<file path="config.mk">
export PLATFORM = sky130hd
export DESIGN_NAME = dds_voice_engine_flat
export DESIGN_NICKNAME = d
export VERILOG_FILES = /design/src/rtl/dds_pkg.sv /design/src/rtl/dds_voice_engine_if.sv /design/src/rtl/dds_wavegen.sv /design/src/rtl/dds_voice_engine.sv /design/src/flat_wrapper.sv
export SDC_FILE = /design/constraint.sdc
export NUM_CORES = 1
export LEC_CHECK = 0
export BUFFER_PORTS_ARGS = -buffer_cell sky130_fd_sc_hd__buf_2
export CORE_MARGIN = 2
export CORE_UTILIZATION = 65
export CTS_BUF_LIST = sky130_fd_sc_hd__clkbuf_8
export CTS_CLUSTER_SIZE = 40
export DETAILED_ROUTE_END_ITERATION = 10
export HOLD_SLACK_MARGIN = 0.02
export PLACE_DENSITY = 0.9
export SLEW_MARGIN = 5
export SYNTH_ARGS = -nofsm -noshare
export SYNTH_HDL_FRONTEND = slang
export SYNTH_HIERARCHICAL = 1
export SYNTH_SLANG_ARGS = --single-unit
</file>
<file path="constraint.sdc">
create_clock -name sys_clk -period 6.75 [get_ports sys_clk]
set_input_delay 1.35 -clock sys_clk [delete_from_list [all_inputs] [get_ports sys_clk]]
set_output_delay 1.35 -clock sys_clk [all_outputs]
set_load 0.03 [all_outputs]
</file>
<file path="src/rtl/dds_pkg.sv">
// dds_pkg: register map, opcodes, wave/FSM encodings and LFSR constants shared by
// the dds_voice_engine slice.
package dds_pkg;

    localparam logic [3:0] REG_TUNE  = 4'd0;
    localparam logic [3:0] REG_CTRL  = 4'd1;
    localparam logic [3:0] REG_PW    = 4'd2;
    localparam logic [3:0] REG_ATTEN = 4'd3;
    localparam logic [3:0] REG_PHASE = 4'd4;

    localparam logic [7:0] CMD_CLR_OVERRUN = 8'hFF;

    localparam logic [15:0] LFSR_SEED = 16'hACE1;
    // Right-shifting Galois form of x^16+x^14+x^13+x^11+1
    localparam logic [15:0] LFSR_TAPS = 16'hB400;

    typedef enum logic [2:0] {
        WAVE_SAW    = 3'd0,
        WAVE_SQUARE = 3'd1,
        WAVE_TRI    = 3'd2,
        WAVE_NOISE  = 3'd3
    } wave_sel_e;

    typedef enum logic [1:0] {
        ST_IDLE  = 2'd0,
        ST_RUN   = 2'd1,
        ST_FLUSH = 2'd2
    } state_e;

    function automatic logic [15:0] lfsr_next(input logic [15:0] s);
        return s[0] ? ((s >> 1) ^ LFSR_TAPS) : (s >> 1);
    endfunction

endpackage

</file>
<file path="src/rtl/dds_voice_engine_if.sv">
// dds_voice_engine_if: register-write, sample-request and mixed-sample signals of
// dds_voice_engine; master = controller side, slave = engine side.
interface dds_voice_engine_if #(
    parameter int unsigned DATA_W = 16,
    parameter int unsigned OUT_W  = 16
);
    logic              cmd_valid;
    logic [7:0]        cmd_word;
    logic [DATA_W-1:0] data_word;
    logic              sample_tick;
    logic [OUT_W-1:0]  sample_out;
    logic              sample_valid;
    logic              busy;
    logic              overrun;

    modport master (
        output cmd_valid, cmd_word, data_word, sample_tick,
        input  sample_out, sample_valid, busy, overrun
    );

    modport slave (
        input  cmd_valid, cmd_word, data_word, sample_tick,
        output sample_out, sample_valid, busy, overrun
    );
endinterface

</file>
<file path="src/rtl/dds_wavegen.sv">
// dds_wavegen: combinational waveform shaper for one voice slot; noise is muxed in
// by the parent, so select 3 and 4..7 yield mid-scale here.
module dds_wavegen #(
    parameter int unsigned WAVE_W = 12
) (
    input  logic [WAVE_W-1:0] i_phase_top,
    input  logic [WAVE_W-1:0] i_pw,
    input  logic [2:0]        i_sel,
    output logic [WAVE_W-1:0] o_wave
);
    import dds_pkg::*;

    localparam logic [WAVE_W-1:0] MID = {1'b1, {(WAVE_W-1){1'b0}}};

    logic [WAVE_W-1:0] w_dbl;
    assign w_dbl = {i_phase_top[WAVE_W-2:0], 1'b0};

    always_comb begin
        o_wave = MID;
        case (i_sel)
            WAVE_SAW:    o_wave = i_phase_top;
            WAVE_SQUARE: o_wave = (i_phase_top < i_pw) ? '1 : '0;
            WAVE_TRI:    o_wave = i_phase_top[WAVE_W-1] ? ~w_dbl : w_dbl;
            default:     o_wave = MID;
        endcase
    end
endmodule

</file>
<file path="src/rtl/dds_voice_engine.sv">
// dds_voice_engine: time-multiplexed N-voice DDS, one voice per cycle, mixed into an
// offset-binary sample. Define DDS_NOISE_EN to build the shared LFSR noise source.
module dds_voice_engine #(
    parameter int unsigned NUM_VOICES = 4,
    parameter int unsigned TUNE_W     = 16,
    parameter int unsigned WAVE_W     = 12,
    parameter int unsigned DATA_W     = 16,
    parameter int unsigned OUT_W      = 16
) (
    input logic                sys_clk,
    input logic                rst,
    dds_voice_engine_if.slave  bus
);
    import dds_pkg::*;

    localparam int unsigned IDX_W = $clog2(NUM_VOICES);
    localparam int unsigned ACC_W = WAVE_W + $clog2(NUM_VOICES);
    localparam int unsigned SH    = OUT_W - ACC_W;
    localparam logic [OUT_W-1:0] MID_OUT = {1'b1, {(OUT_W-1){1'b0}}};

    logic [TUNE_W-1:0] r_tune  [NUM_VOICES];
    logic [TUNE_W-1:0] r_phase [NUM_VOICES];
    logic [WAVE_W-1:0] r_pw    [NUM_VOICES];
    logic [2:0]        r_sel   [NUM_VOICES];
    logic [2:0]        r_atten [NUM_VOICES];
    logic              r_en    [NUM_VOICES];

    state_e             r_state;
    logic [IDX_W-1:0]   r_idx;
    logic               r_flush_last;
    logic               r_s0_vld;
    logic               r_s0_en;
    logic [WAVE_W-1:0]  r_s0_wave;
    logic [2:0]         r_s0_atten;
    logic signed [ACC_W-1:0] r_acc;

    logic [DATA_W-1:0]  w_data;
    logic [3:0]         w_wr_voice;
    logic [3:0]         w_wr_reg;
    logic               w_start;
    logic               w_tick_set;
    logic               w_clr;
    logic               w_last;
    logic [2:0]         w_sel;
    logic [WAVE_W-1:0]  w_gen_wave;
    logic [WAVE_W-1:0]  w_wave;
    logic signed [WAVE_W-1:0] w_v;
    logic signed [WAVE_W-1:0] w_v_att;
    logic signed [OUT_W-1:0]  w_ext;
    logic [OUT_W-1:0]   w_out;

    assign w_data     = bus.data_word;
    assign w_wr_voice = bus.cmd_word[7:4];
    assign w_wr_reg   = bus.cmd_word[3:0];
    assign w_clr      = bus.cmd_valid && (bus.cmd_word == CMD_CLR_OVERRUN);
    assign w_last     = (r_idx == IDX_W'(NUM_VOICES - 1));

    // The final flush edge both loads the output and may launch the next sweep.
    assign w_start    = bus.sample_tick &&
                        ((r_state == ST_IDLE) || ((r_state == ST_FLUSH) && r_flush_last));
    assign w_tick_set = bus.sample_tick && !w_start;
    assign bus.busy   = (r_state != ST_IDLE);

    assign w_sel = r_sel[r_idx];

    dds_wavegen #(.WAVE_W(WAVE_W)) u_wavegen (
        .i_phase_top (r_phase[r_idx][TUNE_W-1 -: WAVE_W]),
        .i_pw        (r_pw[r_idx]),
        .i_sel       (w_sel),
        .o_wave      (w_gen_wave)
    );

`ifdef DDS_NOISE_EN
    logic [15:0] r_lfsr;

    always_ff @(posedge sys_clk) begin
        if (rst) begin
            r_lfsr <= LFSR_SEED;
        end else if ((r_state == ST_RUN) && (w_sel == WAVE_NOISE)) begin
            r_lfsr <= lfsr_next(r_lfsr);
        end
    end

    assign w_wave = (w_sel == WAVE_NOISE) ? r_lfsr[15 -: WAVE_W] : w_gen_wave;
`else
    assign w_wave = w_gen_wave;
`endif

    // Register file: sweep phase write-back first, so a phase-load command wins.
    always_ff @(posedge sys_clk) begin
        if (rst) begin
            for (int unsigned v = 0; v < NUM_VOICES; v++) begin
                r_tune[v]  <= '0;
                r_phase[v] <= '0;
                r_pw[v]    <= '0;
                r_sel[v]   <= '0;
                r_atten[v] <= '0;
                r_en[v]    <= 1'b0;
            end
        end else begin
            for (int unsigned v = 0; v < NUM_VOICES; v++) begin
                if ((r_state == ST_RUN) && (r_idx == IDX_W'(v)) && r_en[v])
                    r_phase[v] <= r_phase[v] + r_tune[v];
                if (bus.cmd_valid && (w_wr_voice == 4'(v))) begin
                    case (w_wr_reg)
                        REG_TUNE:  r_tune[v]  <= w_data[TUNE_W-1:0];
                        REG_CTRL:  begin
                            r_en[v]  <= w_data[3];
                            r_sel[v] <= w_data[2:0];
                        end
                        REG_PW:    r_pw[v]    <= w_data[WAVE_W-1:0];
                        REG_ATTEN: r_atten[v] <= w_data[2:0];
                        REG_PHASE: r_phase[v] <= w_data[TUNE_W-1:0];
                        default:   ;
                    endcase
                end
            end
        end
    end

    assign w_v     = $signed({~r_s0_wave[WAVE_W-1], r_s0_wave[WAVE_W-2:0]});
    assign w_v_att = w_v >>> r_s0_atten;
    assign w_ext   = OUT_W'(r_acc) <<< SH;
    assign w_out   = {~w_ext[OUT_W-1], w_ext[OUT_W-2:0]};

    always_ff @(posedge sys_clk) begin
        if (rst) begin
            r_state          <= ST_IDLE;
            r_idx            <= '0;
            r_flush_last     <= 1'b0;
            r_s0_vld         <= 1'b0;
            r_s0_en          <= 1'b0;
            r_s0_wave        <= '0;
            r_s0_atten       <= '0;
            r_acc            <= '0;
            bus.sample_out   <= MID_OUT;
            bus.sample_valid <= 1'b0;
            bus.overrun      <= 1'b0;
        end else begin
            bus.sample_valid <= 1'b0;

            if (w_tick_set)
                bus.overrun <= 1'b1;
            else if (w_clr)
                bus.overrun <= 1'b0;

            r_s0_vld   <= (r_state == ST_RUN);
            r_s0_en    <= r_en[r_idx];
            r_s0_wave  <= w_wave;
            r_s0_atten <= r_atten[r_idx];

            if (w_start)
                r_acc <= '0;
            else if (r_s0_vld && r_s0_en)
                r_acc <= r_acc + ACC_W'(w_v_att);

            case (r_state)
                ST_IDLE: begin
                    if (w_start) begin
                        r_state <= ST_RUN;
                        r_idx   <= '0;
                    end
                end
                ST_RUN: begin
                    r_idx <= r_idx + IDX_W'(1);
                    if (w_last) begin
                        r_state      <= ST_FLUSH;
                        r_flush_last <= 1'b0;
                    end
                end
                ST_FLUSH: begin
                    if (!r_flush_last) begin
                        r_flush_last <= 1'b1;
                    end else begin
                        bus.sample_out   <= w_out;
                        bus.sample_valid <= 1'b1;
                        r_idx            <= '0;
                        r_state          <= w_start ? ST_RUN : ST_IDLE;
                    end
                end
                default: r_state <= ST_IDLE;
            endcase
        end
    end
endmodule

</file>
<file path="src/flat_wrapper.sv">
// flat-port wrapper written by rule: the top's interface ports become plain ports
module dds_voice_engine_flat import dds_pkg::*;
#(
    parameter int unsigned NUM_VOICES = 4,
    parameter int unsigned TUNE_W     = 16,
    parameter int unsigned WAVE_W     = 12,
    parameter int unsigned DATA_W     = 16,
    parameter int unsigned OUT_W      = 16
)
  (sys_clk, rst, bus_cmd_valid, bus_cmd_word, bus_data_word, bus_sample_tick, bus_sample_out, bus_sample_valid, bus_busy, bus_overrun);
  dds_voice_engine_if #(.DATA_W(DATA_W), .OUT_W(OUT_W)) bus_i ();
  input logic sys_clk;
  input logic rst;
  input wire logic [$bits(bus_i.cmd_valid)-1:0] bus_cmd_valid;
  input wire logic [$bits(bus_i.cmd_word)-1:0] bus_cmd_word;
  input wire logic [$bits(bus_i.data_word)-1:0] bus_data_word;
  input wire logic [$bits(bus_i.sample_tick)-1:0] bus_sample_tick;
  output wire logic [$bits(bus_i.sample_out)-1:0] bus_sample_out;
  output wire logic [$bits(bus_i.sample_valid)-1:0] bus_sample_valid;
  output wire logic [$bits(bus_i.busy)-1:0] bus_busy;
  output wire logic [$bits(bus_i.overrun)-1:0] bus_overrun;
  assign bus_i.cmd_valid = bus_cmd_valid;
  assign bus_i.cmd_word = bus_cmd_word;
  assign bus_i.data_word = bus_data_word;
  assign bus_i.sample_tick = bus_sample_tick;
  assign bus_sample_out = bus_i.sample_out;
  assign bus_sample_valid = bus_i.sample_valid;
  assign bus_busy = bus_i.busy;
  assign bus_overrun = bus_i.overrun;
  dds_voice_engine #(.NUM_VOICES(NUM_VOICES), .TUNE_W(TUNE_W), .WAVE_W(WAVE_W), .DATA_W(DATA_W), .OUT_W(OUT_W)) u_core (.sys_clk(sys_clk), .rst(rst), .bus(bus_i));
endmodule
</file>
==> results.json <==
{
  "finalSetupViolations": 0,
  "drcViolationCount": 0,
  "row_count": 55,
  "busiest_layer": "met2",
  "yosys.area_share.adder": 0.08104,
  "slowest_delay_ps": 740,
  "vias": 11190,
  "vias_per_cell": 6.587,
  "drv_slew": 0,
  "nNetsFinal": 1508,
  "synth_mux_area_frac": 0.05932,
  "crit_family": "compound AO/OA/AOI/OAI gates",
  "wl_per_cell_um": 22.17,
  "required_ps": 7180,
  "die_area_mm2": 0.02427,
  "io_pins": 47,
  "finClkSkew_ps": 31.71,
  "port_buffers": 44,
  "cts_root_buf": "clkbuf_8",
  "grt_pass1_wl_um": 58860,
  "antennaDiodeCount": 0,
  "hp-class": "reg -> reg",
  "grt_max_degree": 64,
  "antenna_found_initial": 1,
  "synth_edf_count": 204,
  "grt_usage": 0.3151,
  "first_iter_violations": 1417,
  "powerDensity_mw_per_mm2": 230.3,
  "hpwlAfterDp_um": 25700,
  "start_util": 0.6615,
  "die_y_um": 155.8,
  "cts.path.max_buffers": 3,
  "hold_viol_final": 0,
  "setup-tns-final_ps": 0,
  "worst_setup_path_start_kind": "flip-flop",
  "synth_compound_area_frac": 0.1548,
  "final_common_cell": "edfxtp_1",
  "p_total_mw": 3.704,
  "avgSynthCellArea_um2": 10.99,
  "synth_top_cell_area_share": 0.4091,
  "max_clock_freq_ghz": 0.2791,
  "cp_slowest_cell": "dfxtp_1",
  "clk_latency_ps": 580,
  "synth_cell_types": 80,
  "drtAntennaViolNets": 0,
  "async_reset_ff_frac": 0,
  "finalWirelength_um": 37670,
  "drive_above_1_share": 0.1124,
  "clkTransAtPathRegs_ps": 60,
  "synth_flop_cell": "edfxtp_1",
  "gr-usage-met3": 0.05528,
  "grt-ovfl-total": 0,
  "cts.sinks": 258,
  "fillers": 1492,
  "yosysWarnings": 6,
  "synth_xor_xnor_area_share": 0.03860,
  "layout_common_cells": "204 x edfxtp_1, 118 x and2_1, 116 x nand2_1, 89 x ha_1, 87 x a21oi_1",
  "grt_pass1_vias": 11000,
  "mappedNetlistArea_mm2": 0.01498,
  "cp.arrival_ps": 4010,
  "drtPass1Iterations": 8,
  "cts_tree": "built",
  "endpoint_kind": "flip-flop",
  "maxCapViolCount": 0,
  "timing.slew.headroom": 0.3058,
  "synthToLayoutAreaGrowth_pct": 7.386,
  "gp_congestion": 0.9593,
  "synthSimpleGateAreaFrac": 0.1542,
  "tightest_slew_ps": 1037,
  "path_max_fanout": 16,
  "gr-usage-met2": 0.5259,
  "crit_buf_inv": 1,
  "rsz0062_at_grt": "false",
  "synth_top_family_by_area": "compound AO/OA/AOI/OAI gates",
  "outcome": "completed",
  "period_share": 0.5308,
  "die_w_um": 155.8,
  "hold_buffers": 0,
  "cts.htree.levels": 2,
  "seq_area_frac_synth": 0.4812,
  "synthTopCellsByArea": "edfxtp_1 41%, ha_1 7.4%, dfxtp_1 7.2%, and2_1 4.9%, mux4_2 4.8%",
  "layout_min_cycle_time_ps": 3583,
  "irDropWorstVdd_v": 0.0002185,
  "syn_inst": 1363,
  "cts.repair.resized": 0,
  "crit_chain": "mux2_2 -> o21ai_0 -> nand2_1 -> o21ai_0 -> inv_1 -> ha_1 -> a211oi_1 -> o21a_1 -> o31a_1 -> mux2_1 -> nand2_1 -> xnor2_1 -> nor2_1",
  "numCtsBuffers": 43,
  "crit_type": "reg -> reg",
  "met1_usage": 0.4042,
  "synth.ff_latch_count": 258,
  "postCtsSetupRepairBufs": 0,
  "core_area_mm2": 0.02264,
  "p_leak_nw": 6.317,
  "synth_top_area_cell": "edfxtp_1"
}
routing by layer:
layer / part of all wire / vias to the layer above / wire length (µm)
li1: - / 5074 / -
met1: 0.38 / 5341 / 14360
met2: 0.48 / 655 / 18000
met3: 0.10 / 120 / 3783
met4: 0.040 / 2 / 1515
met5: 0.00021 / - / 8
final cells by class:
| type | count | area (µm²) | share of cell area |
|---|---|---|---|
| clock buffers | 46 | 633.1 | 0.03937 |
| multi-input cells | 992 | 7322 | 0.4553 |
| well taps | 285 | 356.6 | 0.02217 |
| clock inverters | 27 | 150.1 | 0.009336 |
| repair buffers | 48 | 250.2 | 0.01556 |
| inverters | 43 | 161.4 | 0.01004 |
| flip-flops and latches | 258 | 7208 | 0.4482 |
sequential cells by signal, summed over array words and instances (netlist names), 2 cells and up, named ones only:
name / count
u_core/r_s0_atten: 3
u_core/r_idx: 2
u_core/r_tune: 64
u_core/r_state: 2
u_core/r_acc: 14
u_core/r_phase: 64
u_core/r_en: 4
u_core/r_atten: 12
u_core/r_sel: 12
u_core/bus.sample_out: 14
u_core/r_s0_wave: 12
u_core/r_pw: 48
path summary, 6_finish.rpt:
| path | startpoint | end | slack, ps | depth (start not counted) |
|---|---|---|---|---|
| hold / removal | u_core/bus.sample_out[9]$_SDFFE_PP0P_ | u_core/bus.sample_out[9]$_SDFFE_PP0P_ | 450 | 2 |
| hold reg to reg | u_core/bus.sample_out[9]$_SDFFE_PP0P_ | u_core/bus.sample_out[9]$_SDFFE_PP0P_ | 450 | 2 |
| setup / recovery | u_core/r_s0_atten[1]$_SDFF_PP0_ | u_core/r_acc[13]$_SDFFE_PP0P_ | 3170 | 13 |
| setup reg to reg | u_core/r_s0_atten[1]$_SDFF_PP0_ | u_core/r_acc[13]$_SDFFE_PP0P_ | 3170 | 13 |
kinds of logic after synthesis:
kind of cell,count (synthesis)
AOI/OAI and AO/OA,345
xor gates and xnor gates,66
adders and majority gates,94
buffers and inverters,114
DFF,258
muxes,48
other,1
and+or+nand+nor,437
Yosys cell counts (3+ instances only):
master    count
fa_1          5
and2_1      118
o41ai_1       4
or3b_1        3
edfxtp_1    204
o31a_1        3
nor2b_1      30
buf_2        11
xor2_1       15
mux2i_1      10
nand4_1       7
a32o_1        6
xnor2_1      51
buf_1         4
a31oi_1       3
ha_1         89
o21bai_1      5
mux2_2        5
a211oi_1     13
o21a_1       11
o211ai_1     10
a21o_1       36
or3_1         8
nand2b_1      6
nand3_1      17
or2_2         3
a22o_1       46
nor2_4        3
and3_1       33
o21ai_0      65
a21oi_1      87
o31ai_1       7
clkbuf_1     53
o21ai_1      18
nor3_1       12
inv_1        43
mux4_2       32
nand2_1     116
nor2_1       65
dfxtp_1      54
a21boi_1      3
worst reg2reg max path, delay by kind of cell (launching register included):
family / cells / cell delay (ps)
buf+inv: 1 / 80
xor+xnor: 1 / 120
compound gates: 5 / 1200
flops: 1 / 740
mux: 2 / 770
simple gates: 3 / 240
fa+ha+maj: 1 / 300
power breakdown:
group	internal (mW)	leakage [nW]	switching, mW
registers	1.79	2.43	0.0524
logic	0.226	3.45	0.345
clock network	0.666	0.436	0.627
per-stage QoR:
step	worst slack [ps]	cells	instance area (µm²)	utilization	hold slack [ps]
after floorplan	3623	1364	14980	-	445.3
after CTS	3198	1699	16080	0.7100	451.8
final	3167	1699	16080	0.7103	451.3
after detailed placement	2991	1626	15290	0.6754	443.8
after global routing	2905	1699	16080	0.7103	469.1
after global placement	2955	1626	15290	0.6754	439.1
(Power assumes the default switching activity.)
